File: src/rtl/cmd_matcher_if.sv
// cmd_matcher byte-in / pulse-out bundle.
// master drives the received bytes, slave produces the pulses.
interface cmd_matcher_if #(
    parameter int NUM_CMD = 4,
    parameter int IDW     = 2
) ();
    logic               recv_valid;
    logic [7:0]         recv_data;
    logic               hit;
    logic [IDW-1:0]     cmd_id;
    logic [NUM_CMD-1:0] cmd_hot;
    logic               miss;
    logic               timeout;
    logic               busy;

    modport master (
        output recv_valid, recv_data,
        input  hit, cmd_id, cmd_hot, miss, timeout, busy
    );

    modport slave (
        input  recv_valid, recv_data,
        output hit, cmd_id, cmd_hot, miss, timeout, busy
    );
endinterface

File: src/rtl/cmd_matcher.sv
// Line-based keyword recogniser on the UART RX byte stream.
// One registered hit/miss/timeout pulse per completed or dropped line.
module cmd_matcher #(
    parameter int NUM_CMD = 4,
    parameter int MAX_LEN = 8,
    parameter logic [NUM_CMD*MAX_LEN*8-1:0] CMD_STR = {
        64'h00000074_65736572,
        64'h00000000_00006f67,
        64'h00000000_706f7473,
        64'h00000074_72617473
    },
    parameter logic [7:0] TERM      = 8'h0D,
    parameter bit         IGNORE_LF = 1'b1,
    parameter bit         CASE_FOLD = 1'b1,
    parameter int         TIMEOUT   = 0
) (
    input  logic            clk,
    input  logic            rst,
    cmd_matcher_if.slave    bus
);
    localparam int IDW  = (NUM_CMD > 1) ? $clog2(NUM_CMD) : 1;
    localparam int LW   = $clog2(MAX_LEN + 1);
    localparam int TW   = (TIMEOUT > 1) ? $clog2(TIMEOUT) : 1;
    localparam int TLIM = (TIMEOUT > 0) ? TIMEOUT - 1 : 0;

    logic [NUM_CMD-1:0] cand_q, cand_d;
    logic [LW-1:0]      len_q, len_d;
    logic               ovf_q, ovf_d;
    logic [TW-1:0]      idle_q, idle_d;
    logic               hit_q, hit_d;
    logic               miss_q, miss_d;
    logic               to_q, to_d;
    logic [IDW-1:0]     id_q, id_d;
    logic [NUM_CMD-1:0] hot_q, hot_d;
    logic               busy_q, busy_d;

    logic [LW-1:0]      klen [NUM_CMD];
    logic [NUM_CMD-1:0] match;
    logic               found;
    logic               byte_ok;
    logic [7:0]         kc;

    function automatic logic [7:0] fold(input logic [7:0] c);
        if (CASE_FOLD && c >= 8'h41 && c <= 8'h5A) return c | 8'h20;
        return c;
    endfunction

    function automatic logic [7:0] key_char(input int i, input int j);
        return CMD_STR[(i*MAX_LEN + j)*8 +: 8];
    endfunction

    // Keyword lengths: position of the first NUL, else MAX_LEN.
    always_comb begin
        for (int i = 0; i < NUM_CMD; i++) begin
            klen[i] = LW'(MAX_LEN);
            for (int j = MAX_LEN - 1; j >= 0; j--) begin
                if (key_char(i, j) == 8'h00) klen[i] = LW'(j);
            end
        end
    end

    // Next-state: candidate narrowing, line termination and idle timer.
    always_comb begin
        cand_d  = cand_q;
        len_d   = len_q;
        ovf_d   = ovf_q;
        idle_d  = idle_q;
        hit_d   = 1'b0;
        miss_d  = 1'b0;
        to_d    = 1'b0;
        id_d    = '0;
        hot_d   = '0;
        match   = '0;
        found   = 1'b0;
        kc      = 8'h00;
        byte_ok = bus.recv_valid &&
                  !(IGNORE_LF && bus.recv_data == 8'h0A);

        if (byte_ok) begin
            idle_d = '0;
            if (bus.recv_data == TERM) begin
                for (int i = 0; i < NUM_CMD; i++) begin
                    match[i] = cand_q[i] && (klen[i] == len_q) && !ovf_q;
                end
                for (int i = 0; i < NUM_CMD; i++) begin
                    if (match[i] && !found) begin
                        found = 1'b1;
                        id_d  = IDW'(i);
                    end
                end
                hit_d  = found;
                miss_d = !found;
                hot_d  = found ? (NUM_CMD'(1) << id_d) : '0;
                if (!found) id_d = '0;
                cand_d = '1;
                len_d  = '0;
                ovf_d  = 1'b0;
            end else if (len_q < LW'(MAX_LEN)) begin
                for (int i = 0; i < NUM_CMD; i++) begin
                    kc = fold(key_char(i, int'(len_q)));
                    cand_d[i] = cand_q[i] && (kc == fold(bus.recv_data))
                                && (kc != 8'h00);
                end
                len_d = len_q + LW'(1);
            end else begin
                ovf_d = 1'b1;
            end
        end else if (!bus.recv_valid && TIMEOUT > 0 && len_q != '0) begin
            if (idle_q == TW'(TLIM)) begin
                to_d   = 1'b1;
                idle_d = '0;
                cand_d = '1;
                len_d  = '0;
                ovf_d  = 1'b0;
            end else begin
                idle_d = idle_q + TW'(1);
            end
        end

        busy_d = (len_d != '0) || ovf_d;
    end

    // State and registered pulse outputs.
    always_ff @(posedge clk or posedge rst) begin
        if (rst) begin
            cand_q <= '1;
            len_q  <= '0;
            ovf_q  <= 1'b0;
            idle_q <= '0;
            hit_q  <= 1'b0;
            miss_q <= 1'b0;
            to_q   <= 1'b0;
            id_q   <= '0;
            hot_q  <= '0;
            busy_q <= 1'b0;
        end else begin
            cand_q <= cand_d;
            len_q  <= len_d;
            ovf_q  <= ovf_d;
            idle_q <= idle_d;
            hit_q  <= hit_d;
            miss_q <= miss_d;
            to_q   <= to_d;
            id_q   <= id_d;
            hot_q  <= hot_d;
            busy_q <= busy_d;
        end
    end

    assign bus.hit     = hit_q;
    assign bus.miss    = miss_q;
    assign bus.timeout = to_q;
    assign bus.cmd_id  = id_q;
    assign bus.cmd_hot = hot_q;
    assign bus.busy    = busy_q;
endmodule

File: src/flat_wrapper.sv
// flat-port wrapper written by rule: the top's interface ports become plain ports
module cmd_matcher_flat 
#(
    parameter int NUM_CMD = 4,
    parameter int MAX_LEN = 8,
    parameter logic [NUM_CMD*MAX_LEN*8-1:0] CMD_STR = {
        64'h00000074_65736572,
        64'h00000000_00006f67,
        64'h00000000_706f7473,
        64'h00000074_72617473
    },
    parameter logic [7:0] TERM      = 8'h0D,
    parameter bit         IGNORE_LF = 1'b1,
    parameter bit         CASE_FOLD = 1'b1,
    parameter int         TIMEOUT   = 0
)
  (clk, rst, bus_recv_valid, bus_recv_data, bus_hit, bus_cmd_id, bus_cmd_hot, bus_miss, bus_timeout, bus_busy);
  cmd_matcher_if #(.NUM_CMD(NUM_CMD), .IDW(2)) bus_i ();
  input  logic clk;
  input  logic rst;
  input wire logic [$bits(bus_i.recv_valid)-1:0] bus_recv_valid;
  input wire logic [$bits(bus_i.recv_data)-1:0] bus_recv_data;
  output wire logic [$bits(bus_i.hit)-1:0] bus_hit;
  output wire logic [$bits(bus_i.cmd_id)-1:0] bus_cmd_id;
  output wire logic [$bits(bus_i.cmd_hot)-1:0] bus_cmd_hot;
  output wire logic [$bits(bus_i.miss)-1:0] bus_miss;
  output wire logic [$bits(bus_i.timeout)-1:0] bus_timeout;
  output wire logic [$bits(bus_i.busy)-1:0] bus_busy;
  assign bus_i.recv_valid = bus_recv_valid;
  assign bus_i.recv_data = bus_recv_data;
  assign bus_hit = bus_i.hit;
  assign bus_cmd_id = bus_i.cmd_id;
  assign bus_cmd_hot = bus_i.cmd_hot;
  assign bus_miss = bus_i.miss;
  assign bus_timeout = bus_i.timeout;
  assign bus_busy = bus_i.busy;
  cmd_matcher #(.NUM_CMD(NUM_CMD), .MAX_LEN(MAX_LEN), .CMD_STR(CMD_STR), .TERM(TERM), .IGNORE_LF(IGNORE_LF), .CASE_FOLD(CASE_FOLD), .TIMEOUT(TIMEOUT)) u_core (.clk(clk), .rst(rst), .bus(bus_i));
endmodule
File: config.mk
export PLATFORM = sky130hd
export DESIGN_NAME = cmd_matcher_flat
export DESIGN_NICKNAME = d
export VERILOG_FILES = /design/src/rtl/cmd_matcher_if.sv /design/src/rtl/cmd_matcher.sv /design/src/flat_wrapper.sv
export SDC_FILE = /design/constraint.sdc
export NUM_CORES = 1
export LEC_CHECK = 0
export CAP_MARGIN = 30
export CORE_MARGIN = 5
export CORE_UTILIZATION = 50
export CTS_CLUSTER_SIZE = 28
export DETAILED_ROUTE_END_ITERATION = 6
export GPL_TIMING_DRIVEN = 0
export PLACE_DENSITY = 0.78
export SLEW_MARGIN = 10
export SYNTH_ARGS = -nofsm -noshare
export SYNTH_HDL_FRONTEND = slang
export SYNTH_SLANG_ARGS = --single-unit
File: constraint.sdc
create_clock -name clk -period 1.8 [get_ports clk]
set_input_delay 0.36 -clock clk [delete_from_list [all_inputs] [get_ports clk]]
set_output_delay 0.36 -clock clk [all_outputs]
set_load 0.005 [all_outputs]
==> results.ini <==
[clocking]
htreeDepth=1
path_clk_slew_ps=100
clkSinkCount=18
root_buffer=clkbuf_4
clock_latency_ps=290
cts_buffers=3
cts_tree=done
cts_buffer_depth=2

[critical_path]
required_ps=2020
cp_cell_sequence=inv_4, buf_12, ha_4, nor2_4, or4_4, a311oi_2, o211ai_1, a21oi_1
cp_top_family=compound AO/OA/AOI/OAI gates
rr_endpoint=u_core.cand_q[3]$_DFFE_PP1P_
path_class=flop to flop
crit_slowest_cell=dfrtp_2
end_kind=flop
critPathBufInv=2
ff2ff_path_depth=8
slowest_delay_ps=440
rrSetupSlack_ps=-100
critPathMaxFanout=6
crit_path_start_kind=flop
rr_startpoint=u_core.len_q[0]$_DFF_PP0_
arrival_ps=2120

[power_and_ir_drop]
switching_share=0.462
vdd_ir_drop_max_v=0.000835
p_clk_frac=0.074
p_per_area_mw_per_mm2=1280
power.internal_w=0.00146
seqPwrFrac=0.196
p_leak_nw=0.838
p_sw_w=0.00125
power_frac_comb=0.730

[synthesis]
synth_edf_count=0
synth_nets=226
synthCells=209
async_flop_share=1.00
syn_area_per_cell_um2=7.79
synth_cell_type_count=51
yosys_warnings=0
netlist_area_mm2=0.00163
yosys_register_bits=18
yosys_most_used_dff=dfrtp_1
ys_seq_area_frac=0.280

[run_status]
violations=setup timing
outcome=complete, but fails checks

[place]
dp_hpwl_um=3130
pre_cts_ws_ps=-518
gp_congestion=0.933
port_buffers=17

[floorplan]
dieWidth_um=67.1
die_h_um=67.1
rows=20
io-pin-count=21
die-area_mm2=0.00450
start_util=0.529
core_area_mm2=0.00308

[drt]
drt_iter0_drc=120
drc=0
post_drt_wl_per_cell_um=16.0
antenna_left=0
wl_um=4560
viasPerCell=5.98
drtPass1Iterations=4
vias=1704

[global_route]
grt_pass1_wl_um=7590
grt_overflow=0
grt.total_usage=0.221
grt_pass1_vias=1621
grt_max_degree=19
antenna_found_initial=0

[finish]
syn_to_final_growth_pct=29.7
antennaDiodeCount=0
fin_util=0.687
fillers=252
drive_above_1_share=0.241
fin_nets=259

[timing]
max-slew-margin-rel=0.565
slew_viol_final=0
rsz0062_at_grt=true
timing.fmax_mhz=525
layout_setup_ws_ps=-103
min_period_ps=1900
hold_viol_final=0
tightest_slew_ps=651
finalCritPeriodShare=1.06
setup_viol=4
clock_skew_ps=13.1
whs_ps=443
fin_setup_tns_ps=-240

[hold_path]
min_path_type=input pin to asynchronous set/reset pin

[job]
max-cap-violations=0

## repair_timing
action / in CTS / in global routing
setup buffers: 8 / 4
hold endpoints to repair: 0 / 0
gates resized for setup: 20 / 13
endpoints found under the setup margin: 17 / 17
hold buffers: 0 / 0
pin swaps: 8 / 6
## worst max-delay path by stage
stage / slack, ps / cells after the start / endpoint / from
floorplan: -40 / 8 / u_core.cand_q[3]$_DFFE_PP1P_ / u_core.len_q[0]$_DFF_PP0_
global placement: -520 / 6 / u_core.bus.busy$_DFF_PP0_ / bus_recv_data[5]
detailed placement: -520 / 6 / u_core.bus.busy$_DFF_PP0_ / bus_recv_data[5]
CTS: -120 / 7 / u_core.cand_q[0]$_DFFE_PP1P_ / u_core.len_q[0]$_DFF_PP0_
global route: -190 / 9 / u_core.cand_q[3]$_DFFE_PP1P_ / u_core.len_q[0]$_DFF_PP0_
finish: -100 / 8 / u_core.cand_q[3]$_DFFE_PP1P_ / u_core.len_q[0]$_DFF_PP0_
## flip-flops by register name (all words and copies together), names as in the netlist
name and cells:
u_core.ovf_q 1, u_core.bus.busy 1, u_core.bus.hit 1, u_core.bus.miss 1
u_core.len_q 4, u_core.bus.cmd_hot 4, u_core.bus.cmd_id 2, u_core.cand_q 4
## cells in the final DEF (no fill, tap or decap), types with 8 or more instances in the layout
cell,n
buf_2,8
nor3_1,9
buf_4,14
dfrtp_1,12
a21oi_1,15
clkdlybuf4s50_1,15
nor2_1,20
o21ai_0,8
inv_1,8
nand2_1,12
## synthesized netlist by cell type, drive strengths merged (2+ instances only)
master	n	area (um^2)
nor2	22	82.6
a21oi	16	80.1
buf	16	88.8
dfrtp	14	350
nand2	13	51.3
inv	11	41.3
nor3	10	50.1
o21ai	10	50.1
mux2i	7	70.1
nand3	7	35.0
nor2b	7	43.8
ha	6	75.1
xnor2	6	52.6
nand2b	5	31.3
dfstp	4	105
mux2	4	45.0
nor3b	4	30.0
nor4	4	31.3
a221oi	3	26.3
a31oi	3	18.8
and2	3	18.8
o211ai	3	22.5
o31ai	3	22.5
and3	2	12.5
clkbuf	2	7.51
nand4	2	12.5
o22ai	2	12.5
o31a	2	17.5
xor2	2	17.5
## power groups by stage
stage	clock, W	sequential, W	combinational, W
3_3_place_gp	0	0.000550	0.00143
6_report	0.000201	0.000532	0.00198
4_1_cts	0.000206	0.000530	0.00175
2_1_floorplan	0	0.000526	0.00115
5_1_grt	0.000234	0.000539	0.00213
3_5_place_dp	0	0.000550	0.00145
## logic make-up after synthesis
| family | synth area share |
|---|---|
| DFF | 0.280 |
| xor gates and xnor gates | 0.0430 |
| buffers and inverters | 0.0845 |
| and+or+nand+nor | 0.280 |
| muxes | 0.0707 |
| AOI/OAI and AO/OA | 0.194 |
| other | 0.00230 |
| adders and majority gates | 0.0461 |
## per-stage QoR
stage | total power, W | std cells | cell area (um^2)
3_5_place_dp | 0.00200 | 270 | 1870
6_report | 0.00271 | 285 | 2110
5_1_grt | 0.00291 | 285 | 2110
4_1_cts | 0.00249 | 281 | 2030
3_3_place_gp | 0.00198 | 270 | 1870
2_1_floorplan | 0.00168 | 209 | 1640
## area by class of cell
class	count	area [um^2]	area share
plain buffers	17	115	0.0545
clock buffers	4	26.3	0.0124
inverters	11	46.3	0.0219
multi-input cells	162	1140	0.541
flip-flops and latches	18	458	0.217
well taps	44	55.1	0.0261
repair buffers	29	270	0.128
## layer usage
layer	wire, um	track usage
met5	0	0
met4	29	0.0582
met3	397	0.0422
met2	2260	0.373
met1	1870	0.285
## worst register-to-register path: cells and delay by family (launching register included)
kind / cells / cell delay [ps]
adders and majority gates: 1 / 170
DFF: 1 / 440
AOI/OAI and AO/OA: 3 / 570
and+or+nand+nor: 2 / 460
buffers and inverters: 2 / 170
Note: power is estimated with default switching activity, not from simulation.
